**src/rtl/sb_mem_bank_cfg_ctrl.sv**
```systemverilog
// Programming-side sequencer for a switch block memory-bank configuration array.
// Accepts a serial bitstream over valid/ready and writes one bank address per
// bit by driving bl[idx] with the data and pulsing wl[idx] through setup,
// pulse and hold phases so the word line never moves while its bit line does.
module sb_mem_bank_cfg_ctrl #(
  parameter int NUM_BITS = 36,
  parameter int WL_PULSE = 2,
  parameter int CW       = $clog2(NUM_BITS + 1)
) (
  input  logic                prog_clk,
  input  logic                pReset,
  input  logic                start,
  input  logic                bit_valid,
  input  logic                bit_data,
  output logic                bit_ready,
  output logic [0:NUM_BITS-1] bl,
  output logic [0:NUM_BITS-1] wl,
  output logic                busy,
  output logic                done,
  output logic [CW-1:0]       bit_count
);

  localparam int            PW         = (WL_PULSE > 1) ? $clog2(WL_PULSE) : 1;
  localparam logic [PW-1:0] PULSE_LAST = PW'(WL_PULSE - 1);
  localparam logic [CW-1:0] IDX_LAST   = CW'(NUM_BITS - 1);

  typedef enum logic [2:0] {
    IDLE,
    LOAD,
    SETUP,
    WRITE,
    HOLD,
    DONE
  } state_t;

  state_t              state;
  state_t              state_n;
  logic [CW-1:0]       idx;
  logic [CW-1:0]       idx_n;
  logic [CW-1:0]       count_n;
  logic [PW-1:0]       pulse;
  logic [PW-1:0]       pulse_n;
  logic                d;
  logic                d_n;
  logic [0:NUM_BITS-1] bl_n;
  logic [0:NUM_BITS-1] wl_n;

  // Next-state sequencing: one bit walks LOAD -> SETUP -> WRITE x WL_PULSE -> HOLD
  always_comb begin
    state_n = state;
    idx_n   = idx;
    count_n = bit_count;
    pulse_n = pulse;
    d_n     = d;
    unique case (state)
      IDLE, DONE: begin
        if (start) begin
          state_n = LOAD;
          idx_n   = '0;
          count_n = '0;
        end
      end
      LOAD: begin
        if (bit_valid && bit_ready) begin
          d_n     = bit_data;
          state_n = SETUP;
        end
      end
      SETUP: begin
        pulse_n = '0;
        state_n = WRITE;
      end
      WRITE: begin
        if (pulse == PULSE_LAST) begin
          state_n = HOLD;
        end else begin
          pulse_n = pulse + 1'b1;
        end
      end
      HOLD: begin
        count_n = bit_count + 1'b1;
        if (idx == IDX_LAST) begin
          state_n = DONE;
        end else begin
          idx_n   = idx + 1'b1;
          state_n = LOAD;
        end
      end
      default: begin
        state_n = IDLE;
      end
    endcase
  end

  // Bank line decode for the upcoming cycle so bl/wl can be registered
  always_comb begin
    bl_n = '0;
    wl_n = '0;
    for (int i = 0; i < NUM_BITS; i++) begin
      if (idx_n == CW'(i)) begin
        if (state_n inside {SETUP, WRITE, HOLD}) begin
          bl_n[i] = d_n;
        end
        if (state_n == WRITE) begin
          wl_n[i] = 1'b1;
        end
      end
    end
  end

  // State and registered outputs; reset drops every word line on the next edge
  always_ff @(posedge prog_clk) begin
    if (pReset) begin
      state     <= IDLE;
      idx       <= '0;
      bit_count <= '0;
      pulse     <= '0;
      d         <= 1'b0;
      bl        <= '0;
      wl        <= '0;
      bit_ready <= 1'b0;
      busy      <= 1'b0;
      done      <= 1'b0;
    end else begin
      state     <= state_n;
      idx       <= idx_n;
      bit_count <= count_n;
      pulse     <= pulse_n;
      d         <= d_n;
      bl        <= bl_n;
      wl        <= wl_n;
      bit_ready <= (state_n == LOAD);
      busy      <= (state_n inside {LOAD, SETUP, WRITE, HOLD});
      done      <= (state_n == DONE);
    end
  end

endmodule

```
**config.mk**
```make
export PLATFORM = sky130hd
export DESIGN_NAME = sb_mem_bank_cfg_ctrl
export DESIGN_NICKNAME = d
export VERILOG_FILES = /design/src/rtl/sb_mem_bank_cfg_ctrl.sv
export SDC_FILE = /design/constraint.sdc
export NUM_CORES = 1
export LEC_CHECK = 0
export CAP_MARGIN = 10
export CORE_ASPECT_RATIO = 2
export CORE_MARGIN = 2
export CORE_UTILIZATION = 45
export CTS_CLUSTER_SIZE = 25
export DETAILED_ROUTE_END_ITERATION = 8
export HOLD_SLACK_MARGIN = 0.08
export PLACE_DENSITY = 0.75
export SYNTH_ARGS = -nofsm -noshare
export SYNTH_HDL_FRONTEND = slang
export SYNTH_SLANG_ARGS = --single-unit
```
**constraint.sdc**
```tcl
create_clock -name prog_clk -period 2.53 [get_ports prog_clk]
set_clock_uncertainty 0.05 [all_clocks]
set_input_delay 0.6325 -clock prog_clk [delete_from_list [all_inputs] [get_ports prog_clk]]
set_output_delay 0.6325 -clock prog_clk [all_outputs]
set_load 0.005 [all_outputs]
```
==> results of run 1 <==
[worst max-delay path by stage]
stage / from / endpoint / slack [ns] / depth (start not counted)
after floorplan: start / wl[6]$_SDFF_PP0_ / 0.25 / 7
after global placement: start / wl[22]$_SDFF_PP0_ / -0.31 / 6
after detailed placement: start / wl[4]$_SDFF_PP0_ / -0.36 / 7
after CTS: start / bl[27]$_SDFF_PP0_ / 0.05 / 7
after global routing: start / wl[6]$_SDFF_PP0_ / 0.009 / 7
final: start / bl[4]$_SDFF_PP0_ / 0.07 / 7
[layout make-up]
class	count	area [um^2]
multi-input cells	205	1280
flip-flops and latches	92	1840
well taps	90	113
fillers	529	2250
clock buffers	13	260
inverters	5	18.8
repair buffers	119	1160
clock inverters	3	21.3
[registers in the layout, summed over array words and instances (netlist names)]
| register | count |
|---|---|
| busy | 1 |
| pulse | 1 |
| bit_ready | 1 |
| state | 3 |
| bit_count | 6 |
| d | 1 |
| bl | 36 |
| wl | 36 |
| done | 1 |
| idx | 6 |
[per-layer routing]
layer,track usage (%),vias up,routed length [um]
li1,-,1382,-
met1,20.4,1340,2970
met2,38.0,101,4430
met3,4.25,27,385
met4,12.2,0,289
met5,0,-,0
[metrics by stage]
stage / total power (W) / setup TNS (ns) / util, %
floorplan: 0.00154 / 0 / -
global placement: 0.00159 / -11.26 / 63.1
detailed placement: 0.00159 / -13.82 / 63.1
CTS: 0.00282 / 0 / 67.3
global route: 0.00289 / 0 / 67.6
finish: 0.00280 / 0 / 67.6
[cells in the final DEF, fill, tap and decap left out, types with 5 or more instances in the layout]
cell	n
a21oi_1	9
buf_4	30
clkbuf_16	9
clkdlybuf4s50_1	85
dfxtp_1	92
inv_1	5
nand2_1	11
nand3_1	5
nor2_1	33
nor3_1	46
nor3_2	5
nor4_1	14
o21ai_0	10
or2_2	5
[worst max-delay path: cells and delay by family]
| family | cells | cell delay [ns] |
|---|---|---|
| buffers and inverters | 2 | 0.64 |
| AO/OA/AOI/OAI | 2 | 0.36 |
| AND/OR/NAND/NOR | 3 | 1.03 |
[cell families (layout without fill, tap and decap cells)]
group	Yosys count	after routing	share of synthesized area [%]
AOI/OAI and AO/OA	51	51	12.0
xor gates and xnor gates	3	3	0.810
adders and majority gates	2	2	0.771
buffers and inverters	34	140	4.67
DFF	92	92	56.8
muxes	2	2	0.617
and+or+nand+nor	147	147	24.3
[where the power goes]
part	switching [W]	leakage (nW)	total (W)	internal, W
logic	0.0000562	0.802	0.000103	0.0000466
registers	0.00000375	0.742	0.00146	0.00145
clock network	0.000521	0.136	0.00124	0.000719
[repair_timing]
action / in CTS / in global routing
pin swaps: 0 / 1
resized for setup: 1 / 4
setup endpoints to repair: 3 / 11
==> results by group, run 1 <==
Synth
  • Top-area cell type share of the netlist area: 56.8%
  • Top-count cell post-synth: dfxtp_1
  • Post-Syn Area per Cell: 9.80 um^2
  • EDFF count, synth: 0
  • Netlist cell types: 56
  • FFs w/ async S/R, synth: 0%
  • Yosys warning count: 0
  • Area of the mapped netlist: 0.00324 mm^2
  • Yosys reg bits: 92
  • Synthesized Nets: 338
  • Main synth FF type: dfxtp_1
  • Synthesized instance count: 331
  • Top cells by area, synth: dfxtp_1, nor3_1, nor2_1, nor4_1, buf_2
  • Cell taking the most area after synthesis: dfxtp_1
  • Sequential fraction of the synthesis area: 56.8%
  • Post-synth top cells: dfxtp_1, nor3_1, nor2_1, nor4_1

Drt
  • DRT Pass-1 Iters: 4
  • Routed Antenna Nets: 0
  • Initial DRC Count: 142
  • Via count: 2850
  • Drc violations: 0
  • DR vias/cell: 5.41
  • Routed WL: 8080 um
  • Post-detailed-route wirelength per cell: 15.3 um

Die
  • Die width: 64.0 um
  • Die area: 0.00794 mm^2
  • Die Ht: 124 um
  • Site Rows: 43
  • Core area: 0.00694 mm^2
  • Initial core utilization: 46.7%
  • IO Pins: 86

Critical path
  • Crit path capture type: register
  • Setup CP Type: input port to register
  • R2R Path End: bl[4]$_SDFF_PP0_
  • Critical path cell sequence: clkdlybuf4s50_1, or2_2, a21oi_4, a22oi_2, buf_4, or3_1, nor3_1
  • Startpoint Class: input port
  • Max FO, Critical Path: 7
  • Arrival time at the worst endpoint: 2.66 ns
  • Crit path largest cell delay: 0.48 ns
  • Reg2Reg Launch Point: state[2]$_SDFF_PP0_
  • Worst reg2reg path depth: 6
  • Slowest library cell on the worst path: or3_1
  • R2R setup slack: 0.19 ns
  • Crit path required time: 2.73 ns

Final layout
  • Finished Layout Cells: 527
  • ANT cells: 0
  • Fin area: 0.00469 mm^2
  • Nets: 439
  • Share of layout cells above drive strength 1: 15.8%
  • Layout area overhead: 44.6%

STA
  • Final setup fails: 0
  • Fin crit period: 2.46 ns
  • Slew HR: 58.6%
  • Final Hold Fails: 0
  • Fin worst setup slack: 0.0687 ns
  • Worst-margin pin slew: 0.620 ns
  • Final Max Slew Viols: 0
  • Fmax: 406 MHz
  • RSZ-0062 raised after global routing: no
  • WHS: 0.439 ns
  • Final worst-path cycle share: 97.3%

Clocking
  • Clk_lat worst skew: 0.34 ns
  • Clk sinks: 92
  • Clock Tree Buf Depth: 2
  • CTS Buf Count: 9
  • CTS tree: built
  • CTS Root Cell: clkbuf_16
  • Number of hold buffers added after cts: 0
  • Clk pin slew, worst setup/hold paths: 0.06 ns
  • Post-CTS setup buffers: 0
  • H-tree Lvls: 3

Placement
  • Placed Area: 0.00438 mm^2
  • # placed instances: 511
  • Placer Congestion: 0.850
  • Post-DP HPWL: 5890 um
  • Place WS: -0.359 ns
  • Port bufs: 85

Global route
  • Congestion Overflow GR: 0
  • First-pass GRT wire length: 12400 um
  • Largest net degree at the start of global routing: 19
  • GRT Overall Usage: 20.5%
  • Number of global-route vias before repair: 2554
  • Initial antenna violation count: 0

Run
  • Max-cap viol count: 0

Worst hold path
  • Hold EP: bit_count[5]$_SDFFE_PP0P_
  • Hold wc startpoint: bit_count[5]$_SDFFE_PP0P_
  • HP Class: register to register
  • Hold depth: 1

Power
  • Maximum vdd drop: 0.544 mV
  • Lkg Pwr: 1.68 nW
  • Power Density: 597 mW/mm^2

Run status
  • Status: finished clean
Note: power is estimated with default switching activity, not from simulation.
==> run 2: changes to the inputs <==
CTS_BUF_LIST = sky130_fd_sc_hd__clkbuf_16   (was not set)
SETUP_SLACK_MARGIN = 0.15   (was not set)
==> results by group, run 2 (same netlist as run 1, synthesis figures left out) <==
Global route
  • Number of global-route vias before repair: 2573
  • Global route hottest layer: met2
  • GRT Overall Usage: 20.8%
  • Largest net degree at the start of global routing: 19
  • Routing usage on met1: 21.3%
  • Congestion Overflow GR: 0
  • First-pass GRT wire length: 12500 um
  • GR met3 Demand/Resource: 4.34%
  • Met2 usage: 38.3%
  • Initial antenna violation count: 0

Worst hold path
  • HP Class: register to register
  • Hold wc startpoint: bit_count[5]$_SDFFE_PP0P_

Drt
  • Post-detailed-route wirelength per cell: 15.3 um
  • DR vias/cell: 5.35
  • Initial DRC Count: 146
  • Drc violations: 0
  • DRT Pass-1 Iters: 4
  • Via count: 2842
  • Routed Antenna Nets: 0
  • Routed WL: 8110 um

Run status
  • Status: finished clean

Final layout
  • ANT cells: 0
  • Nets: 443
  • Top Registers: bl (36), wl (36)
  • Finished Layout Cells: 531
  • Layout area overhead: 45.8%
  • Fill cells: 519
  • Most common cell after layout, fill and taps aside: dfxtp_1
  • Share of layout cells above drive strength 1: 16.8%
  • Commonest cells after routing, fill and taps aside: dfxtp_1, clkdlybuf4s50_1, nor3_1

Critical path
  • Setup CP Type: input port to register
  • Reg2Reg Launch Point: state[2]$_SDFF_PP0_
  • Arrival time at the worst endpoint: 2.43 ns
  • Max FO, Critical Path: 8
  • R2R setup slack: 0.33 ns
  • Crit path capture type: register
  • Crit path required time: 2.74 ns
  • Startpoint Class: input port
  • Setup crit start: start

Clocking
  • Number of hold buffers added after cts: 0
  • CTS tree: built
  • Clk sinks: 92
  • H-tree Lvls: 3
  • CTS Buf Count: 9
  • Clk pin slew, worst setup/hold paths: 0.06 ns
  • Clock Tree Buf Depth: 2
  • Clk_lat worst skew: 0.34 ns
  • CTS Root Cell: clkbuf_16

STA
  • Final Hold Fails: 0
  • Slew HR: 53.2%
  • Worst-margin pin slew: 0.701 ns
  • Final Max Slew Viols: 0
  • Fin worst setup slack: 0.313 ns
  • Fmax: 451 MHz
  • RSZ-0062 raised after global routing: no
  • Fin crit period: 2.22 ns
  • Final setup fails: 0
  • Final worst-path cycle share: 87.6%

Placement
  • Port bufs: 85
  • Post-DP HPWL: 5890 um
  • # placed instances: 511
  • Placer Congestion: 0.850
  • Place WS: -0.359 ns

Die
  • IO Pins: 86
  • Die Ht: 124 um
  • Initial core utilization: 46.7%
  • Site Rows: 43
  • Die width: 64.0 um
  • Core area: 0.00694 mm^2
  • Die area: 0.00794 mm^2

Run
  • Max-cap viol count: 0

Power
  • Power Density: 578 mW/mm^2
  • Lkg Pwr: 1.71 nW
  • Maximum vdd drop: 0.543 mV
==> run 2: cell types whose count changed in the layout (fill, tap and decap cells not counted), sizes merged <==
cell           change
buf                +3
clkbuf             -4
clkdlybuf4s18      +1
clkdlybuf4s50      -1
clkinv             +2
dlygate4sd2        +1
inv                +2
==> run 2: critical path, stage by stage <==
cell and delay (ns):
dlygate4sd2_1 0.27, and3b_2 0.24, buf_4 0.14, a21o_4 0.20, buf_4 0.15, o21ai_0 0.20
a32oi_2 0.10, clkdlybuf4s18_2 0.32, nor3_1 0.19
==> run 2: what timing repair did <==
item,CTS,global route
setup endpoints to repair,33,18
gates resized for setup,10,3
pin swaps,3,0
gates cloned,1,0
setup buffers,0,3
==> run 2: cell type report <==
cell class / count / area (um^2) / area share (%)
Clock inverter: 7 / 36.3 / 0.768
Timing Repair Buffer: 123 / 1190 / 25.1
Inverter: 5 / 18.8 / 0.397
Sequential cell: 92 / 1840 / 39.0
Tap cell: 90 / 113 / 2.38
Clock buffer: 9 / 225 / 4.76
Multi-Input combinational cell: 205 / 1310 / 27.6
==> run 2: worst paths after layout <==
check,endpoint,depth (start not counted)
hold / removal,bit_count[5]$_SDFFE_PP0P_,1
setup / recovery,wl[12]$_SDFF_PP0_,9
setup reg to reg,wl[4]$_SDFF_PP0_,6
hold reg to reg,bit_count[5]$_SDFFE_PP0P_,1
==> run 2: stage by stage <==
stage	TNS [ns]	hold WS, ns	utilization [%]	total power [W]	cell area, um^2
2_1_floorplan	0	0.413	-	0.00154	3240
3_3_place_gp	-11.26	0.420	63.1	0.00159	4380
3_5_place_dp	-13.82	0.443	63.1	0.00159	4380
4_1_cts	0	0.452	67.7	0.00275	4700
5_1_grt	0	0.490	68.1	0.00282	4730
6_report	0	0.441	68.1	0.00273	4730
==> run 2: power breakdown <==
group | switching [W] | internal (W)
sequential | 0.00000377 | 0.00145
combinational | 0.0000566 | 0.0000465
clock | 0.000518 | 0.000650
==> run 2: layer usage <==
metal / share of wire [%] / up-vias / routed length (um)
met5: 0 / - / 0
met4: 3.2 / 0 / 256
met3: 3.9 / 18 / 320
met2: 55 / 78 / 4480
met1: 38 / 1353 / 3060
li1: - / 1393 / -
==> run 3: changes to the inputs <==
MAX_ROUTING_LAYER = met4   (was not set)
==> results by group, run 3 (same netlist as run 1, synthesis figures left out) <==
Final layout
  • Nets: 444
  • Fin area: 0.00478 mm^2
  • Final Core Density: 68.8%
  • Commonest cells after routing, fill and taps aside: dfxtp_1, clkdlybuf4s50_1, nor3_1
  • Top Registers: bl (36), wl (36)
  • Share of layout cells above drive strength 1: 17.2%
  • Layout area overhead: 47.3%
  • ANT cells: 0
  • Most common cell after layout, fill and taps aside: dfxtp_1

Worst hold path
  • HP Class: register to register

Run status
  • Status: finished clean

Die
  • Die Ht: 124 um
  • Core area: 0.00694 mm^2
  • Die width: 64.0 um
  • Site Rows: 43
  • Initial core utilization: 46.7%
  • Die area: 0.00794 mm^2
  • IO Pins: 86

Drt
  • Drc violations: 0
  • DR vias/cell: 5.33
  • Via count: 2835
  • DRT Pass-1 Iters: 4
  • Routed WL: 8110 um
  • Initial DRC Count: 149
  • Post-detailed-route wirelength per cell: 15.3 um
  • Routed Antenna Nets: 0

STA
  • Final Max Slew Viols: 0
  • Fin crit period: 2.19 ns
  • Worst-margin pin slew: 0.714 ns
  • Final Hold Fails: 0
  • Final worst-path cycle share: 86.7%
  • Fmax: 456 MHz
  • Slew HR: 52.3%
  • RSZ-0062 raised after global routing: no
  • WHS: 0.453 ns
  • Final setup fails: 0

Clocking
  • Clk sinks: 92
  • CTS tree: built
  • Clk pin slew, worst setup/hold paths: 0.06 ns
  • CTS Buf Count: 9
  • Clk_lat worst skew: 0.34 ns
  • CTS Root Cell: clkbuf_16
  • Clock Tree Buf Depth: 2
  • H-tree Lvls: 3

Placement
  • Port bufs: 85
  • Placer Congestion: 0.846
  • Placed Area: 0.00439 mm^2
  • Post-DP HPWL: 5840 um

Global route
  • GRT Overall Usage: 21.7%
  • Number of global-route vias before repair: 2616
  • Routing usage on met1: 21.7%
  • Global route hottest layer: met2
  • Congestion Overflow GR: 0
  • First-pass GRT wire length: 12900 um
  • Largest net degree at the start of global routing: 19
  • GR met3 Demand/Resource: 3.70%
  • Initial antenna violation count: 0
  • Met2 usage: 38.7%

Power
  • Seq pwr share: 51.2%
  • Lkg Pwr: 1.73 nW
  • NetSw: 0.000592 W
  • Power Density: 596 mW/mm^2
  • Int Pwr: 0.00226 W
  • Clock power share: 45.1%
  • Switching Share: 20.8%
  • Maximum vdd drop: 0.446 mV
  • Comb power frac: 3.7%

Critical path
  • Setup CP Type: register to register
  • Crit path largest cell delay: 0.57 ns
  • Startpoint Class: register
  • Critical path cell sequence: nor3_4, a31oi_4, a22o_1, or4_4, nor3_2
  • Max FO, Critical Path: 11
  • Arrival time at the worst endpoint: 2.41 ns
  • Slowest library cell on the worst path: or4_4
  • Crit path required time: 2.75 ns
  • Crit path capture type: register

Run
  • Max-cap viol count: 0
[run 3: cell count changes in the layout (fill, tap and decap cells not counted), sizes merged]
cell	previous run	this run
clkdlybuf4s18	1	0
dlymetal6s2s	0	1
bufinv	0	1
inv	7	8
clkinv	4	2
dlygate4sd2	1	0
buf	37	39
[run 3: layer usage]
metal | wire length [um] | part of all wire [%] | up-vias
met4 | 282 | 3.5 | 0
met2 | 4450 | 55 | 70
li1 | - | - | 1393
met3 | 270 | 3.3 | 20
met1 | 3110 | 38 | 1352
met5 | 0 | 0 | -
[run 3: final cells by class]
cell class                      count  area [um^2]
Fill cell                         540         2160
Sequential cell                    92         1840
Multi-Input combinational cell    205         1320
Timing Repair Buffer              124         1190
Clock buffer                        9          225
Tap cell                           90          113
Clock inverter                      7         61.3
Inverter                            5         18.8
[run 3: metrics by stage]
stage          total power [W]  cells  setup TNS, ns  setup WS (ns)
2_1_floorplan          0.00154    331              0          0.251
3_3_place_gp           0.00159    512         -11.25         -0.305
3_5_place_dp           0.00159    512         -13.20         -0.338
4_1_cts                0.00286    528              0          0.127
5_1_grt                0.00294    532              0          0.164
6_report               0.00285    532              0          0.336
[run 3: power groups by stage]
stage                     Sequential [W]  Clock [W]  Combinational, W
after floorplan                  0.00149          0         0.0000499
after global placement           0.00149          0         0.0000965
after detailed placement         0.00149          0         0.0000985
after CTS                        0.00146    0.00130          0.000102
after global routing             0.00146    0.00136          0.000115
final                            0.00146    0.00128          0.000105
[run 3: worst paths after layout]
path	from	endpoint	slack [ns]	cells past startpoint
max	idx[2]$_SDFF_PP0_	wl[22]$_SDFF_PP0_	0.34	5
max reg2reg	idx[2]$_SDFF_PP0_	wl[22]$_SDFF_PP0_	0.34	5
min	bit_count[5]$_SDFFE_PP0P_	bit_count[5]$_SDFFE_PP0P_	0.45	1
min reg2reg	bit_count[5]$_SDFFE_PP0P_	bit_count[5]$_SDFFE_PP0P_	0.45	1
[run 3: critical path, delay by kind of cell (launching register included)]
family	cells	cell delay [ns]
simple gates	3	1.09
compound gates	2	0.53
flops	1	0.45
[run 3: repair_timing]
action / in CTS / in global routing
setup endpoints to repair: 27 / 63
hold buffers: 0 / 0
setup buffers: 0 / 3
gates cloned: 0 / 1
gates resized for setup: 6 / 11
pin swaps: 0 / 4
